$ cat config.mk
export PLATFORM = sky130hd
export DESIGN_NAME = uart_tx_arbiter_flat
export DESIGN_NICKNAME = d
export VERILOG_FILES = /design/src/rtl/uart_tx_arbiter_if.sv /design/src/rtl/uart_tx_arbiter.sv /design/src/flat_wrapper.sv
export SDC_FILE = /design/constraint.sdc
export NUM_CORES = 1
export LEC_CHECK = 0
export ABC_AREA = 0
export CAP_MARGIN = 20
export CORE_AREA = 2 2 66 68
export DETAILED_ROUTE_END_ITERATION = 12
export DIE_AREA = 0 0 68 70
export MAX_ROUTING_LAYER = met4
export PLACE_DENSITY_LB_ADDON = 0.08
export SKIP_CTS_REPAIR_TIMING = 1
export SYNTH_ARGS = -nofsm -noshare
export SYNTH_HDL_FRONTEND = slang
export SYNTH_SLANG_ARGS = --single-unit
$ cat constraint.sdc
create_clock -name clock -period 3.6 [get_ports clock]
set_input_delay 0.36 -clock clock [delete_from_list [all_inputs] [get_ports clock]]
set_output_delay 0.36 -clock clock [all_outputs]
set_load 0.02 [all_outputs]
$ cat src/rtl/uart_tx_arbiter_if.sv
// uart_tx_arbiter_if: requester-side and transmitter-side signals of the shared UART transmit path.
// Signals:
//   req, req_data    - per-requester request level and byte (requester i on bits [8i+7:8i])
//   gnt, owner       - one-hot grant pulse and index of the last granted requester
//   Tx_DATA, Tx_WR   - byte and write strobe towards the transmitter
//   Tx_EN, Tx_BUSY   - transmitter enable and busy feedback
// Modports: master = arbiter, slave = requesters plus transmitter.
interface uart_tx_arbiter_if #(parameter int NUM_REQ = 4);
  logic [NUM_REQ-1:0] req;
  logic [8*NUM_REQ-1:0] req_data;
  logic [NUM_REQ-1:0] gnt;
  logic [2:0] owner;
  logic [7:0] Tx_DATA;
  logic Tx_WR;
  logic Tx_EN;
  logic Tx_BUSY;
  modport master (output gnt, owner, Tx_DATA, Tx_WR, Tx_EN, input req, req_data, Tx_BUSY);
  modport slave (input gnt, owner, Tx_DATA, Tx_WR, Tx_EN, output req, req_data, Tx_BUSY);
endinterface

$ cat src/rtl/uart_tx_arbiter.sv
// uart_tx_arbiter: round-robin arbiter sharing one uart_transmitter among NUM_REQ requesters.
// Ports:
//   clock, reset  - rising-edge clock, asynchronous active-low reset
//   arb_en        - 1 lets the arbiter accept new bytes
//   req_urgent    - only with UART_ARB_URGENT_EN: qualifies req[0] as an unconditional winner
//   bus           - uart_tx_arbiter_if.master (requester handshake and transmitter Tx_* signals)
//   arb_busy      - high while a byte is being handed to the transmitter
//   err_timeout   - sticky, Tx_BUSY never rose after Tx_WR; cleared only by reset
// Optional feature macro: UART_ARB_URGENT_EN.
module uart_tx_arbiter #(
  parameter int NUM_REQ = 4,
  parameter int MAX_BURST = 4,
  parameter int START_TIMEOUT = 64
) (
  input  logic clock,
  input  logic reset,
  input  logic arb_en,
`ifdef UART_ARB_URGENT_EN
  input  logic req_urgent,
`endif
  uart_tx_arbiter_if.master bus,
  output logic arb_busy,
  output logic err_timeout
);
  localparam int CW = $clog2(START_TIMEOUT + 1);
  typedef enum logic [1:0] {IDLE, LOAD, WAIT_START, WAIT_DONE} state_t;
  state_t state, state_n;
  logic [CW-1:0] cnt, cnt_n;
  logic [3:0] burst_cnt, burst_n;
  logic hold, hold_n, hold_ok, urgent, wr_n, err_n;
  logic [2:0] rot, sel, pick, owner_n;
  logic [7:0] req8, data_n;
  logic [63:0] data64;
  logic [NUM_REQ-1:0] gnt_n;
  // Widened copies so a 3-bit index always selects in range for any NUM_REQ.
  assign req8 = 8'(bus.req);
  assign data64 = 64'(bus.req_data);
`ifdef UART_ARB_URGENT_EN
  assign urgent = bus.req[0] & req_urgent;
`else
  assign urgent = 1'b0;
`endif
  // First set request after owner, wrapping; the lowest offset wins.
  always_comb begin
    rot = bus.owner;
    for (int k = NUM_REQ; k >= 1; k--)
      if (req8[3'((int'(bus.owner) + k) % NUM_REQ)]) rot = 3'((int'(bus.owner) + k) % NUM_REQ);
  end
  // hold is cleared by reset and by a start timeout so the next pick rotates.
  assign hold_ok = hold && req8[bus.owner] && burst_cnt < 4'(MAX_BURST - 1);
  assign sel = hold_ok ? bus.owner : rot;
  assign pick = urgent ? 3'd0 : sel;
  always_comb begin
    state_n = state;
    cnt_n = cnt;
    burst_n = burst_cnt;
    hold_n = hold;
    owner_n = bus.owner;
    data_n = bus.Tx_DATA;
    gnt_n = '0;
    wr_n = 1'b0;
    err_n = err_timeout;
    case (state)
      IDLE:
        if (arb_en && |bus.req) begin
          state_n = LOAD;
          gnt_n = NUM_REQ'(1) << pick;
          data_n = data64[{pick, 3'b000} +: 8];
          // An urgent grant leaves the rotation position untouched.
          if (!urgent) begin
            owner_n = sel;
            burst_n = hold_ok ? burst_cnt + 4'd1 : 4'd0;
            hold_n = 1'b1;
          end
        end
      LOAD: begin
        state_n = WAIT_START;
        wr_n = 1'b1;
        // The LOAD cycle itself counts as the first timeout cycle.
        cnt_n = CW'(1);
      end
      WAIT_START:
        if (bus.Tx_BUSY) state_n = WAIT_DONE;
        else if (cnt >= CW'(START_TIMEOUT - 1)) begin
          state_n = IDLE;
          err_n = 1'b1;
          burst_n = 4'd0;
          hold_n = 1'b0;
        end else cnt_n = cnt + 1'b1;
      WAIT_DONE: state_n = bus.Tx_BUSY ? WAIT_DONE : IDLE;
      default: state_n = IDLE;
    endcase
  end
  always_ff @(posedge clock or negedge reset)
    if (!reset) begin
      state <= IDLE;
      cnt <= '0;
      burst_cnt <= '0;
      hold <= 1'b0;
      bus.owner <= 3'(NUM_REQ - 1);
      bus.gnt <= '0;
      bus.Tx_DATA <= '0;
      bus.Tx_WR <= 1'b0;
      bus.Tx_EN <= 1'b0;
      arb_busy <= 1'b0;
      err_timeout <= 1'b0;
    end else begin
      state <= state_n;
      cnt <= cnt_n;
      burst_cnt <= burst_n;
      hold <= hold_n;
      bus.owner <= owner_n;
      bus.gnt <= gnt_n;
      bus.Tx_DATA <= data_n;
      bus.Tx_WR <= wr_n;
      bus.Tx_EN <= arb_en || state_n != IDLE;
      arb_busy <= state_n != IDLE;
      err_timeout <= err_n;
    end
endmodule
$ cat src/flat_wrapper.sv
// flat-port wrapper written by rule: the top's interface ports become plain ports
module uart_tx_arbiter_flat 
#(
  parameter int NUM_REQ = 4,
  parameter int MAX_BURST = 4,
  parameter int START_TIMEOUT = 64
)
  (clock, reset, arb_en, arb_busy, err_timeout, bus_gnt, bus_owner, bus_Tx_DATA, bus_Tx_WR, bus_Tx_EN, bus_req, bus_req_data, bus_Tx_BUSY);
  uart_tx_arbiter_if #(.NUM_REQ(NUM_REQ)) bus_i ();
  input  logic clock;
  input  logic reset;
  input  logic arb_en;
  output logic arb_busy;
  output logic err_timeout;
  output wire logic [$bits(bus_i.gnt)-1:0] bus_gnt;
  output wire logic [$bits(bus_i.owner)-1:0] bus_owner;
  output wire logic [$bits(bus_i.Tx_DATA)-1:0] bus_Tx_DATA;
  output wire logic [$bits(bus_i.Tx_WR)-1:0] bus_Tx_WR;
  output wire logic [$bits(bus_i.Tx_EN)-1:0] bus_Tx_EN;
  input wire logic [$bits(bus_i.req)-1:0] bus_req;
  input wire logic [$bits(bus_i.req_data)-1:0] bus_req_data;
  input wire logic [$bits(bus_i.Tx_BUSY)-1:0] bus_Tx_BUSY;
  assign bus_gnt = bus_i.gnt;
  assign bus_owner = bus_i.owner;
  assign bus_Tx_DATA = bus_i.Tx_DATA;
  assign bus_Tx_WR = bus_i.Tx_WR;
  assign bus_Tx_EN = bus_i.Tx_EN;
  assign bus_i.req = bus_req;
  assign bus_i.req_data = bus_req_data;
  assign bus_i.Tx_BUSY = bus_Tx_BUSY;
  uart_tx_arbiter #(.NUM_REQ(NUM_REQ), .MAX_BURST(MAX_BURST), .START_TIMEOUT(START_TIMEOUT)) u_core (.clock(clock), .reset(reset), .arb_en(arb_en), .bus(bus_i), .arb_busy(arb_busy), .err_timeout(err_timeout));
endmodule
==> results.cfg <==
[sta]
hold_viol_final = 0
worstMarginPinSlew_ps = 777
tns_ps = 0
slew_headroom_pct = 47.9
skew_ps = 4.27
finalMaxSlewViolations = 0
fin_crit_sh_pct = 73.8
fmax_mhz = 376
rsz0062_at_grt = false
fin_crit_ps = 2660
setup_viol = 0
setup_ws_ps = 942

[synth]
ys_ff_latch = 33
synth.net_count = 238
async_flop_share_pct = 100
ys_seq_area_share_pct = 42.8
synth_area_leaders = dfrtp_1 40%, nand2_1 4.3%, a2111oi_0 3.6%, o31ai_1 3.5%, nor2_1 3.1%
yosys.cell_types.count = 52
synth_edf_count = 0
avgSynthCellArea_um2 = 9.88
syn_inst = 196
synth_area_um2 = 1940
synth_top_flop_cell = dfrtp_1
synth_top_area_cell = dfrtp_1
synth_top_area_share_pct = 40.1
yosys_warnings = 0

[drt]
wl_per_cell_um = 14.3
vias = 1700
routed_wl_um = 4390
drc = 0
drt_iter0_markers = 119
avgViaCountPerCell = 5.52
ant_nets = 0
dr.pass1.iters = 4

[global_route]
met2_usage_pct = 30.6
grt_antenna_before_repair = 0
first_global_vias = 1629
grt_max_degree = 35
use_met1_pct = 26.3
grt_pass1_wl_um = 7250
met3_usage_pct = 4.35
grt.overflow.total = 0
grt-busiest-layer = met2
grt_usage_pct = 20.4

[critical_path]
r2r_cells = 8
startpoint_type = flip-flop
crit_type = reg2reg
r2r_end = u_core.bus.Tx_DATA[7]$_DFFE_PN0P_
end_kind = flip-flop
regToRegSetupSlack_ps = 940
critPathMaxFanout = 34
cp.arrival_ps = 2820
regToRegStartpoint = u_core.burst_cnt[0]$_DFFE_PN0P_
crit_required_ps = 3760

[floorplan]
die_w_um = 68
die_y_um = 70
die_area_um2 = 4760
core.rowCount = 24
ios = 59
start_util_pct = 46.7
core_area_um2 = 4140

[power_and_ir_drop]
p_int_w = 0.00112
p_sw_w = 0.000813
switching_share_pct = 42.2
p_clk_share_pct = 14.2
combPwrFrac_pct = 51.9
ir_drop_v = 0.000404
pwr-share-seq_pct = 33.9
power.density_nw_per_um2 = 742
p_total_w = 0.00193
leakagePower_nw = 1.14

[placement]
gp_congestion = 0.761
hpwl_um = 3070
place_ws_ps = 877
placed_area_um2 = 2510
port_buffers = 58

[clock_network]
cts_buffers = 5
cts_root_buf = clkbuf_8
cts_num_sinks = 33
clkLatencyLatePin_ps = 290
cts_htree_levels = 2
cts_tree = yes
clkTransAtPathRegs_ps = 70
clockBufferDepth = 2

[layout]
diodes = 0
area_growth_syn_to_layout_pct = 34.3
drive_gt1_share_pct = 11.7
fin_nets = 297
stdcell_area_um2 = 2600
utilization_pct = 62.8
final_cell_mix = 58 x clkdlybuf4s50_1, 31 x dfrtp_1, 22 x nand2_1, 16 x nor2_1, 9 x o31ai_1
final_common_cell = clkdlybuf4s50_1

[hold_path]
hold_depth = 1
hp-start = u_core.err_timeout$_DFFE_PN0P_
hold_end = u_core.err_timeout$_DFFE_PN0P_
hold_path_class = reg2reg

[run]
max-cap-violations = 0

[run_status]
outcome = finished clean
-- synth_stat cells, drive strengths merged (5+ instances only) --
master   count
a2111oi      8
a221oi       8
and2b        8
buf          7
dfrtp       31
inv          6
mux2i        5
nand2       22
nand3        6
nor2        16
nor2b        8
o21ai        6
o31ai        9
-- state kept, by name, summed over array words and instances (netlist names), 2 cells and up --
signal,cells
u_core.burst_cnt,4
u_core.bus.Tx_DATA,8
u_core.bus.gnt,4
u_core.bus.owner,3
u_core.cnt,7
u_core.state,2
-- through the flow --
stage | cells | hold slack, ps
2_1_floorplan | 196 | 64.4
3_5_place_dp | 300 | 459
3_3_place_gp | 300 | 450
5_1_grt | 308 | 500
4_1_cts | 308 | 475
6_report | 308 | 467
-- worst max-delay path, stage by stage (launching register included) --
cell and delay, ps:
dfrtp_1 390, ha_1 200, or4b_4 510, o211a_1 250
nor4_4 240, buf_4 330, nor2b_1 80, a2111oi_0 430
o31ai_1 110
-- power groups by stage --
stage	combinational [W]	clock [W]	sequential, W
4_1_cts	0.00101	0.000280	0.000655
3_5_place_dp	0.00100	0	0.000659
5_1_grt	0.00111	0.000294	0.000673
2_1_floorplan	0.000705	0	0.000680
3_3_place_gp	0.000990	0	0.000659
6_report	0.00100	0.000273	0.000655
-- how the worst max path moves through the flow --
stage / from / endpoint / slack [ps] / cells after the start
after floorplan: u_core.burst_cnt[0]$_DFFE_PN0P_ / u_core.bus.Tx_DATA[1]$_DFFE_PN0P_ / 1110 / 8
after global placement: u_core.burst_cnt[0]$_DFFE_PN0P_ / u_core.bus.Tx_DATA[7]$_DFFE_PN0P_ / 930 / 8
after detailed placement: bus_req[3] / u_core.bus.Tx_DATA[2]$_DFFE_PN0P_ / 880 / 7
after CTS: u_core.burst_cnt[0]$_DFFE_PN0P_ / u_core.bus.Tx_DATA[7]$_DFFE_PN0P_ / 930 / 8
after global routing: u_core.burst_cnt[0]$_DFFE_PN0P_ / u_core.bus.Tx_DATA[6]$_DFFE_PN0P_ / 700 / 8
final: u_core.burst_cnt[0]$_DFFE_PN0P_ / u_core.bus.Tx_DATA[7]$_DFFE_PN0P_ / 940 / 8
-- cells by family after synthesis --
kind of cell / share of synthesized area [%]
AND/OR/NAND/NOR: 23.8
multiplexers: 3.75
adder cells (fa/ha/maj): 1.29
AO/OA/AOI/OAI: 21.8
flip-flops: 42.8
buffers and inverters: 6.20
XOR/XNOR: 0.452
-- cell type report --
type	instances	area [um2]
multi-input combinational	147	988
sequential	33	828
tap	52	65.1
timing repair buffer	62	611
clock inverter	3	17.5
inverter	6	22.5
clock buffer	5	68.8
fill	363	1540
-- per-layer routing --
metal | routed length (um) | share of wire [%] | vias up
met4 | 98 | 2.2 | 0
met5 | 0 | 0 | -
met1 | 2050 | 47 | 803
met2 | 2040 | 46 | 44
li1 | - | - | 844
met3 | 208 | 4.7 | 9
Note: power is estimated with default switching activity, not from simulation.
